==> src/rtl/usb_tx_pkg.sv <==
// Shared types and constants for the USB transmit word buffer.
package usb_tx_pkg;

  localparam int WORD_W         = 64;
  localparam int BYTE_W         = 8;
  localparam int BYTES_PER_WORD = 8;

  typedef logic [WORD_W-1:0] tx_word_t;

  // Bit offset of byte lane 'lane' inside a word (lane 0 is the least significant byte).
  function automatic logic [5:0] lane_offset(input logic [2:0] lane);
    return {lane, 3'b000};
  endfunction

endpackage

==> src/rtl/tx_word_fifo.sv <==
// Small register-based FIFO of 64-bit words. The head word is read
// combinationally from the storage registers. A push while full and a pop
// while empty are ignored.
module tx_word_fifo
  import usb_tx_pkg::*;
#(
  parameter int DEPTH = 4
) (
  input  logic                     clk,
  input  logic                     n_rst,
  input  logic                     push,
  input  tx_word_t                 wdata,
  input  logic                     pop,
  output tx_word_t                 rdata,
  output logic                     full,
  output logic                     empty,
  output logic [$clog2(DEPTH):0]   count
);

  localparam int AW = $clog2(DEPTH);
  localparam int CW = AW + 1;
  localparam logic [AW-1:0] PTR_ONE = AW'(1'b1);
  localparam logic [CW-1:0] CNT_ONE = CW'(1'b1);
  localparam logic [CW-1:0] CNT_MAX = CW'(DEPTH);

  tx_word_t        mem_q [DEPTH];
  tx_word_t        mem_d [DEPTH];
  logic [AW-1:0]   wr_ptr_q, wr_ptr_d;
  logic [AW-1:0]   rd_ptr_q, rd_ptr_d;
  logic [CW-1:0]   count_q, count_d;
  logic            do_push;
  logic            do_pop;

  assign full  = (count_q == CNT_MAX);
  assign empty = (count_q == {CW{1'b0}});
  assign count = count_q;
  assign rdata = mem_q[rd_ptr_q];

  // Next-state computation for storage, pointers and occupancy.
  always_comb begin
    do_push  = push && !full;
    do_pop   = pop && !empty;
    mem_d    = mem_q;
    wr_ptr_d = wr_ptr_q;
    rd_ptr_d = rd_ptr_q;
    count_d  = count_q;
    if (do_push) begin
      mem_d[wr_ptr_q] = wdata;
      wr_ptr_d        = wr_ptr_q + PTR_ONE;
    end else begin
      wr_ptr_d = wr_ptr_q;
    end
    if (do_pop) begin
      rd_ptr_d = rd_ptr_q + PTR_ONE;
    end else begin
      rd_ptr_d = rd_ptr_q;
    end
    case ({do_push, do_pop})
      2'b10:   count_d = count_q + CNT_ONE;
      2'b01:   count_d = count_q - CNT_ONE;
      default: count_d = count_q;
    endcase
  end

  // State registers with synchronous active-low reset; storage cleared so the head reads zero.
  always_ff @(posedge clk) begin
    if (!n_rst) begin
      for (int i = 0; i < DEPTH; i++) begin
        mem_q[i] <= {WORD_W{1'b0}};
      end
      wr_ptr_q <= {AW{1'b0}};
      rd_ptr_q <= {AW{1'b0}};
      count_q  <= {CW{1'b0}};
    end else begin
      for (int i = 0; i < DEPTH; i++) begin
        mem_q[i] <= mem_d[i];
      end
      wr_ptr_q <= wr_ptr_d;
      rd_ptr_q <= rd_ptr_d;
      count_q  <= count_d;
    end
  end

endmodule

==> src/rtl/tx_word_buffer.sv <==
// Packs the encryption byte stream into 64-bit words (LSB first), queues them,
// and presents the head word to the USB transmitter.
// Optional macro TX_BUF_LEVEL_EN adds the 'level' output (registered word count).
module tx_word_buffer
  import usb_tx_pkg::*;
#(
  parameter int DEPTH = 4
) (
  input  logic                      clk,
  input  logic                      n_rst,
  input  logic [BYTE_W-1:0]         byte_in,
  input  logic                      byte_valid,
  output logic                      byte_ready,
  input  logic                      flush,
  output tx_word_t                  trans_data,
  output logic                      trans_data_ready,
  input  logic                      handshake_ack
`ifdef TX_BUF_LEVEL_EN
  ,
  output logic [$clog2(DEPTH):0]    level
`endif
);

  localparam int CW = $clog2(DEPTH) + 1;
  localparam logic [2:0] LAST_LANE = 3'(BYTES_PER_WORD - 1);

  logic [2:0]      fill_q, fill_d;
  tx_word_t        asm_q, asm_d;
  logic            flush_pending_q, flush_pending_d;

  logic            accept;
  tx_word_t        word_with;
  logic            fifo_push;
  logic            fifo_pop;
  logic            fifo_full;
  logic            fifo_empty;
  logic [CW-1:0]   fifo_count;

  // Backpressure only depends on registered state: block the 8th byte when the
  // word would have nowhere to go, and stall completely while a flush waits.
  always_comb begin
    byte_ready = !((fill_q == LAST_LANE) && fifo_full) && !flush_pending_q;
    accept     = byte_valid && byte_ready;
    fifo_pop   = handshake_ack && !fifo_empty;
  end

  // Assembler and flush control: decide what enters the FIFO this edge.
  // The assembly register is cleared after every push, so unfilled lanes are
  // already zero and padding needs no extra masking.
  always_comb begin
    word_with = asm_q;
    if (accept) begin
      word_with[lane_offset(fill_q) +: BYTE_W] = byte_in;
    end else begin
      word_with = asm_q;
    end

    fill_d          = fill_q;
    asm_d           = word_with;
    flush_pending_d = flush_pending_q;
    fifo_push       = 1'b0;

    if (accept && (fill_q == LAST_LANE)) begin
      // Word completed by this byte; a simultaneous flush adds nothing.
      fifo_push = 1'b1;
      fill_d    = 3'd0;
      asm_d     = {WORD_W{1'b0}};
    end else if (flush_pending_q) begin
      if (!fifo_full) begin
        fifo_push       = 1'b1;
        fill_d          = 3'd0;
        asm_d           = {WORD_W{1'b0}};
        flush_pending_d = 1'b0;
      end else begin
        flush_pending_d = 1'b1;
      end
    end else if (flush && (accept || (fill_q != 3'd0))) begin
      if (!fifo_full) begin
        fifo_push = 1'b1;
        fill_d    = 3'd0;
        asm_d     = {WORD_W{1'b0}};
      end else begin
        flush_pending_d = 1'b1;
        fill_d          = fill_q + {2'b00, accept};
      end
    end else begin
      fill_d = fill_q + {2'b00, accept};
    end
  end

  // Assembler state registers with synchronous active-low reset.
  always_ff @(posedge clk) begin
    if (!n_rst) begin
      fill_q          <= 3'd0;
      asm_q           <= {WORD_W{1'b0}};
      flush_pending_q <= 1'b0;
    end else begin
      fill_q          <= fill_d;
      asm_q           <= asm_d;
      flush_pending_q <= flush_pending_d;
    end
  end

  tx_word_fifo #(
    .DEPTH (DEPTH)
  ) u_fifo (
    .clk   (clk),
    .n_rst (n_rst),
    .push  (fifo_push),
    .wdata (word_with),
    .pop   (fifo_pop),
    .rdata (trans_data),
    .full  (fifo_full),
    .empty (fifo_empty),
    .count (fifo_count)
  );

  assign trans_data_ready = (fifo_count != {CW{1'b0}});

`ifdef TX_BUF_LEVEL_EN
  assign level = fifo_count;
`endif

endmodule
==> config.mk <==
export PLATFORM = sky130hd
export DESIGN_NAME = tx_word_buffer
export DESIGN_NICKNAME = d
export VERILOG_FILES = /design/src/rtl/usb_tx_pkg.sv /design/src/rtl/tx_word_fifo.sv /design/src/rtl/tx_word_buffer.sv
export SDC_FILE = /design/constraint.sdc
export NUM_CORES = 1
export LEC_CHECK = 0
export BUFFER_PORTS_ARGS = -buffer_cell sky130_fd_sc_hd__buf_2
export CORE_MARGIN = 2
export CORE_UTILIZATION = 60
export DETAILED_ROUTE_END_ITERATION = 10
export GPL_TIMING_DRIVEN = 1
export PLACE_DENSITY_LB_ADDON = 0.08
export SETUP_SLACK_MARGIN = 0.4
export SLEW_MARGIN = 30
export SYNTH_ARGS = -nofsm -noshare
export SYNTH_HDL_FRONTEND = slang
export SYNTH_SLANG_ARGS = --single-unit
==> constraint.sdc <==
create_clock -name clk -period 3.6 [get_ports clk]
set_clock_uncertainty 0.05 [all_clocks]
set_input_delay 0 -clock clk [delete_from_list [all_inputs] [get_ports clk]]
set_output_delay 0 -clock clk [all_outputs]
set_load 0.03 [all_outputs]
==> flow_results.xml <==
<?xml version="1.0" encoding="UTF-8"?>
<metrics>
  <group name="layout">
    <metric name="net_count_of_the_finished_layout" unit="">1335</metric>
    <metric name="n_fill_cell" unit="">1563</metric>
    <metric name="multiInputGateArea" unit="um^2">5900</metric>
    <metric name="layout.cells.most_common_list" unit="">328 x sky130_fd_sc_hd__dfxtp_1, 258 x sky130_fd_sc_hd__o21ai_0, 235 x sky130_fd_sc_hd__a21oi_1</metric>
    <metric name="area.growth.synth_to_final" unit="%">14.4</metric>
    <metric name="diodes" unit="">0</metric>
    <metric name="final_layout_size_suffix_gt1_share" unit="%">18.0</metric>
    <metric name="layout.area.seq" unit="um^2">6630</metric>
    <metric name="layout.cells.most_common" unit="">sky130_fd_sc_hd__dfxtp_1</metric>
  </group>
  <group name="setup_path">
    <metric name="timing.critical_path.required" unit="ps">3980</metric>
    <metric name="timing.critical_path.depth" unit="">12</metric>
    <metric name="cp.buffers_inverters" unit="">3</metric>
    <metric name="setup.worst_path.class" unit="">register to register</metric>
    <metric name="crit_path_end_kind" unit="">register</metric>
    <metric name="crit_chain" unit="">inv_1 &gt; ha_1 &gt; ha_1 &gt; nor3b_2 &gt; nor3_1 &gt; inv_1 &gt; ha_1 &gt; inv_1 &gt; fa_1 &gt; xor2_1 &gt; or3_1 &gt; a21boi_0</metric>
    <metric name="setup.worst_path.start_class" unit="">register</metric>
    <metric name="critPathMaxFanout" unit="">13</metric>
    <metric name="path_delay_family" unit="">simple AND/OR/NAND/NOR gates</metric>
    <metric name="arrival" unit="ps">3320</metric>
    <metric name="worst-r2r-cell-count" unit="">12</metric>
    <metric name="max_stage_delay" unit="ps">410</metric>
    <metric name="worst_path_max_delay_cell" unit="">sky130_fd_sc_hd__nor3b_2</metric>
  </group>
  <group name="timing">
    <metric name="worst_slew_pin_slew" unit="ps">927</metric>
    <metric name="max_freq" unit="MHz">340</metric>
    <metric name="report.final.hold_viol_count" unit="">0</metric>
    <metric name="fin_crit_sh" unit="%">81.8</metric>
    <metric name="max_slew_violation_total_from_the_final_report" unit="">0</metric>
    <metric name="rsz_0062_raised_after_global_routing" unit="">no</metric>
    <metric name="finalWorstSetupSlack" unit="ps">655</metric>
    <metric name="final_period_minus_worst_setup_slack" unit="ps">2950</metric>
    <metric name="setup-tns-final" unit="ps">0</metric>
    <metric name="timing.slew.headroom" unit="%">37.7</metric>
    <metric name="setup_viol" unit="">0</metric>
  </group>
  <group name="worst_hold_path">
    <metric name="min-delay-path-class" unit="">input pin to register</metric>
    <metric name="worst_hold_path.num_cells" unit="">4</metric>
  </group>
  <group name="clocking">
    <metric name="clkLatencyLatePin" unit="ps">500</metric>
    <metric name="cts_tree" unit="">yes</metric>
    <metric name="cts.root.buffer_cell" unit="">sky130_fd_sc_hd__clkbuf_16</metric>
    <metric name="worst_setup_hold_path_clk_slew" unit="ps">60</metric>
    <metric name="cts_sinks" unit="">331</metric>
    <metric name="clock_tree.buffer_depth" unit="">3</metric>
    <metric name="cts_made_buffers" unit="">34</metric>
    <metric name="cts_max_level" unit="">2</metric>
  </group>
  <group name="floorplanning">
    <metric name="die-area" unit="um^2">22800</metric>
    <metric name="floorplan.die.height" unit="um">151</metric>
    <metric name="core_area" unit="um^2">21200</metric>
    <metric name="die_width" unit="um">151</metric>
    <metric name="effective_utilization_at_floorplan" unit="%">61.3</metric>
    <metric name="ioPinCount" unit="">79</metric>
    <metric name="rows" unit="">53</metric>
  </group>
  <group name="yosys">
    <metric name="ys.warnings.count" unit="">0</metric>
    <metric name="ys_async_sr_fraction" unit="%">0</metric>
    <metric name="part_of_the_yosys_area_used_for_sequential_elements" unit="%">51.1</metric>
    <metric name="synthDistinctLibCells" unit="">42</metric>
    <metric name="ys_ff_latch" unit="">331</metric>
    <metric name="edff_count_synth" unit="">0</metric>
    <metric name="syn-cell-area" unit="um^2">13000</metric>
    <metric name="syn_area_per_cell" unit="um^2">10.2</metric>
    <metric name="netlist_instances" unit="">1277</metric>
    <metric name="ys_dominant_reg_cell" unit="">sky130_fd_sc_hd__dfxtp_1</metric>
    <metric name="postSynthNetCount" unit="">1303</metric>
  </group>
  <group name="power">
    <metric name="power_switching_share" unit="%">29.5</metric>
    <metric name="power.density" unit="nW/um^2">674</metric>
    <metric name="combinational_group_share_of_total_power" unit="%">21.5</metric>
    <metric name="power.switching" unit="mW">2.95</metric>
    <metric name="clockPowerShare" unit="%">36.4</metric>
    <metric name="p_int" unit="mW">7.06</metric>
    <metric name="vdd_ir_drop_max" unit="mV">0.480</metric>
    <metric name="power.leakage" unit="nW">5.66</metric>
    <metric name="share_of_power_burned_in_registers" unit="%">42.2</metric>
  </group>
  <group name="grt">
    <metric name="track_usage" unit="%">27.4</metric>
    <metric name="grt_start_max_net_pins" unit="">153</metric>
    <metric name="vias_in_the_first_global_route" unit="">9340</metric>
    <metric name="grt_first_pass_wirelength" unit="um">49900</metric>
    <metric name="grt_antenna_before_repair" unit="">0</metric>
    <metric name="overflow" unit="">0</metric>
  </group>
  <group name="placed_design">
    <metric name="finalWeightedCongestion" unit="">0.876</metric>
    <metric name="place.port_buffers" unit="">78</metric>
    <metric name="detailedPlace.worstSlack" unit="ps">269</metric>
    <metric name="hpwl" unit="um">18600</metric>
  </group>
  <group name="detailed_routing">
    <metric name="drt.antenna.violating_nets" unit="">0</metric>
    <metric name="routedWlPerCell" unit="um">19.0</metric>
    <metric name="via_count" unit="">9732</metric>
    <metric name="post-route-drc-count" unit="">0</metric>
    <metric name="drt-initial-drc-count" unit="">625</metric>
    <metric name="route.detailed.vias_per_inst" unit="">6.05</metric>
    <metric name="detailedRoute.firstPassIterationCount" unit="">5</metric>
    <metric name="routed_wirelength" unit="um">30600</metric>
  </group>
  <group name="status">
    <metric name="status" unit="">finished, final reports clean</metric>
  </group>
  <group name="run">
    <metric name="cap_violations" unit="">0</metric>
  </group>
</metrics>
[tightest hold or removal path: stages]
cell,delay [ps]
sky130_fd_sc_hd__buf_2,170
sky130_fd_sc_hd__nand2b_1,120
sky130_fd_sc_hd__nand3_1,110
sky130_fd_sc_hd__nor3b_1,160
[metal layers]
layer	global-route usage [%]	vias up	wire length, um
li1	-	4736	-
met1	39.2	4707	14500
met2	44.0	251	14100
met3	3.86	38	1400
met4	7.48	0	647
met5	0	-	0
[cell type report]
| cell class | instances | area share, % |
|---|---|---|
| flip-flops and latches | 331 | 44.7 |
| repair buffers | 110 | 5.12 |
| clock inverters | 13 | 1.14 |
| well taps | 275 | 2.32 |
| multi-input cells | 822 | 39.7 |
| inverters | 10 | 0.253 |
| clock buffers | 48 | 6.77 |
[power by group through the flow]
stage                     registers (mW)  logic, mW  clock network, mW
final                               4.22       2.15               3.64
after floorplan                     4.13       1.74                  0
after global placement              4.28       2.12                  0
after global routing                4.27       2.32               3.84
after detailed placement            4.29       2.15                  0
after CTS                           4.22       2.17               3.70
[sequential cells by signal (all words and copies together), names as in the netlist]
register         flops
u_fifo.wr_ptr_q      2
u_fifo.count         3
asm_q               64
u_fifo.rd_ptr_q      2
flush_pending_q      1
u_fifo.mem_q       256
fill_q               3
[synthesized netlist by cell type, types with 2 or more instances]
cell type | number | area (um^2)
sky130_fd_sc_hd__o211ai_2 | 3 | 37.5
sky130_fd_sc_hd__nor3b_1 | 6 | 45.0
sky130_fd_sc_hd__a21oi_1 | 235 | 1180
sky130_fd_sc_hd__nand2_1 | 9 | 33.8
sky130_fd_sc_hd__clkbuf_1 | 95 | 357
sky130_fd_sc_hd__and3_1 | 2 | 12.5
sky130_fd_sc_hd__a2111oi_4 | 3 | 82.6
sky130_fd_sc_hd__a31oi_1 | 33 | 206
sky130_fd_sc_hd__buf_2 | 10 | 50.1
sky130_fd_sc_hd__mux4_2 | 64 | 1440
sky130_fd_sc_hd__buf_1 | 7 | 26.3
sky130_fd_sc_hd__nor4b_1 | 5 | 43.8
sky130_fd_sc_hd__buf_6 | 2 | 22.5
sky130_fd_sc_hd__o21ai_0 | 267 | 1340
sky130_fd_sc_hd__dfxtp_1 | 331 | 6630
sky130_fd_sc_hd__nor4bb_1 | 3 | 30.0
sky130_fd_sc_hd__xor2_1 | 2 | 17.5
sky130_fd_sc_hd__nor3_1 | 2 | 10.0
sky130_fd_sc_hd__mux2i_1 | 56 | 561
sky130_fd_sc_hd__and2_1 | 26 | 163
sky130_fd_sc_hd__nor2_1 | 57 | 214
sky130_fd_sc_hd__nand2b_1 | 3 | 18.8
sky130_fd_sc_hd__nand3_1 | 11 | 55.1
sky130_fd_sc_hd__or3_1 | 2 | 12.5
sky130_fd_sc_hd__xnor2_1 | 4 | 35.0
sky130_fd_sc_hd__ha_1 | 12 | 150
sky130_fd_sc_hd__inv_1 | 9 | 33.8
sky130_fd_sc_hd__a21boi_0 | 3 | 22.5
sky130_fd_sc_hd__nand3b_1 | 2 | 15.0
[logic make-up (layout without fill, tap and decap cells)]
| family | count (synthesis) | count (layout) | share of synthesized area, % |
|---|---|---|---|
| xor gates and xnor gates | 6 | 6 | 0.405 |
| and+or+nand+nor | 133 | 133 | 5.56 |
| buffers and inverters | 124 | 181 | 3.80 |
| DFF | 331 | 331 | 51.1 |
| adders and majority gates | 13 | 13 | 1.31 |
| AOI/OAI and AO/OA | 550 | 550 | 22.4 |
| muxes | 120 | 120 | 15.4 |
[repair_timing]
item / CTS / global route
setup endpoints to repair: 1 / 61
buffers inserted: 0 / 0
cloned: 0 / 0
hold endpoints to repair: 59 / 0
gates resized for setup: 2 / 10
hold buffers: 11 / 0
[worst paths after layout]
check | from | to | slack, ps
worst max-delay path | fill_q[0]$_SDFFE_PP0P_ | u_fifo.count[2]$_SDFFE_PN0P_ | 650
worst min-delay path | byte_valid | fill_q[2]$_SDFFE_PP0P_ | 60
worst max register to register | fill_q[0]$_SDFFE_PP0P_ | u_fifo.count[2]$_SDFFE_PN0P_ | 650
worst min register to register | u_fifo.wr_ptr_q[1]$_SDFFE_PN0P_ | u_fifo.wr_ptr_q[1]$_SDFFE_PN0P_ | 480
[stage by stage]
step / util [%] / cell area, um^2 / instances / hold WS [ps] / power (mW)
final: 70.2 / 14800 / 1609 / 63.0 / 10.0
after detailed placement: 64.1 / 13500 / 1537 / 326 / 6.44
after CTS: 70.2 / 14800 / 1609 / 57.1 / 10.1
after floorplan: - / 13000 / 1277 / 193 / 5.87
after global routing: 70.2 / 14800 / 1609 / 110 / 10.4
after global placement: 64.1 / 13500 / 1537 / 324 / 6.40
(Power assumes the default switching activity.)
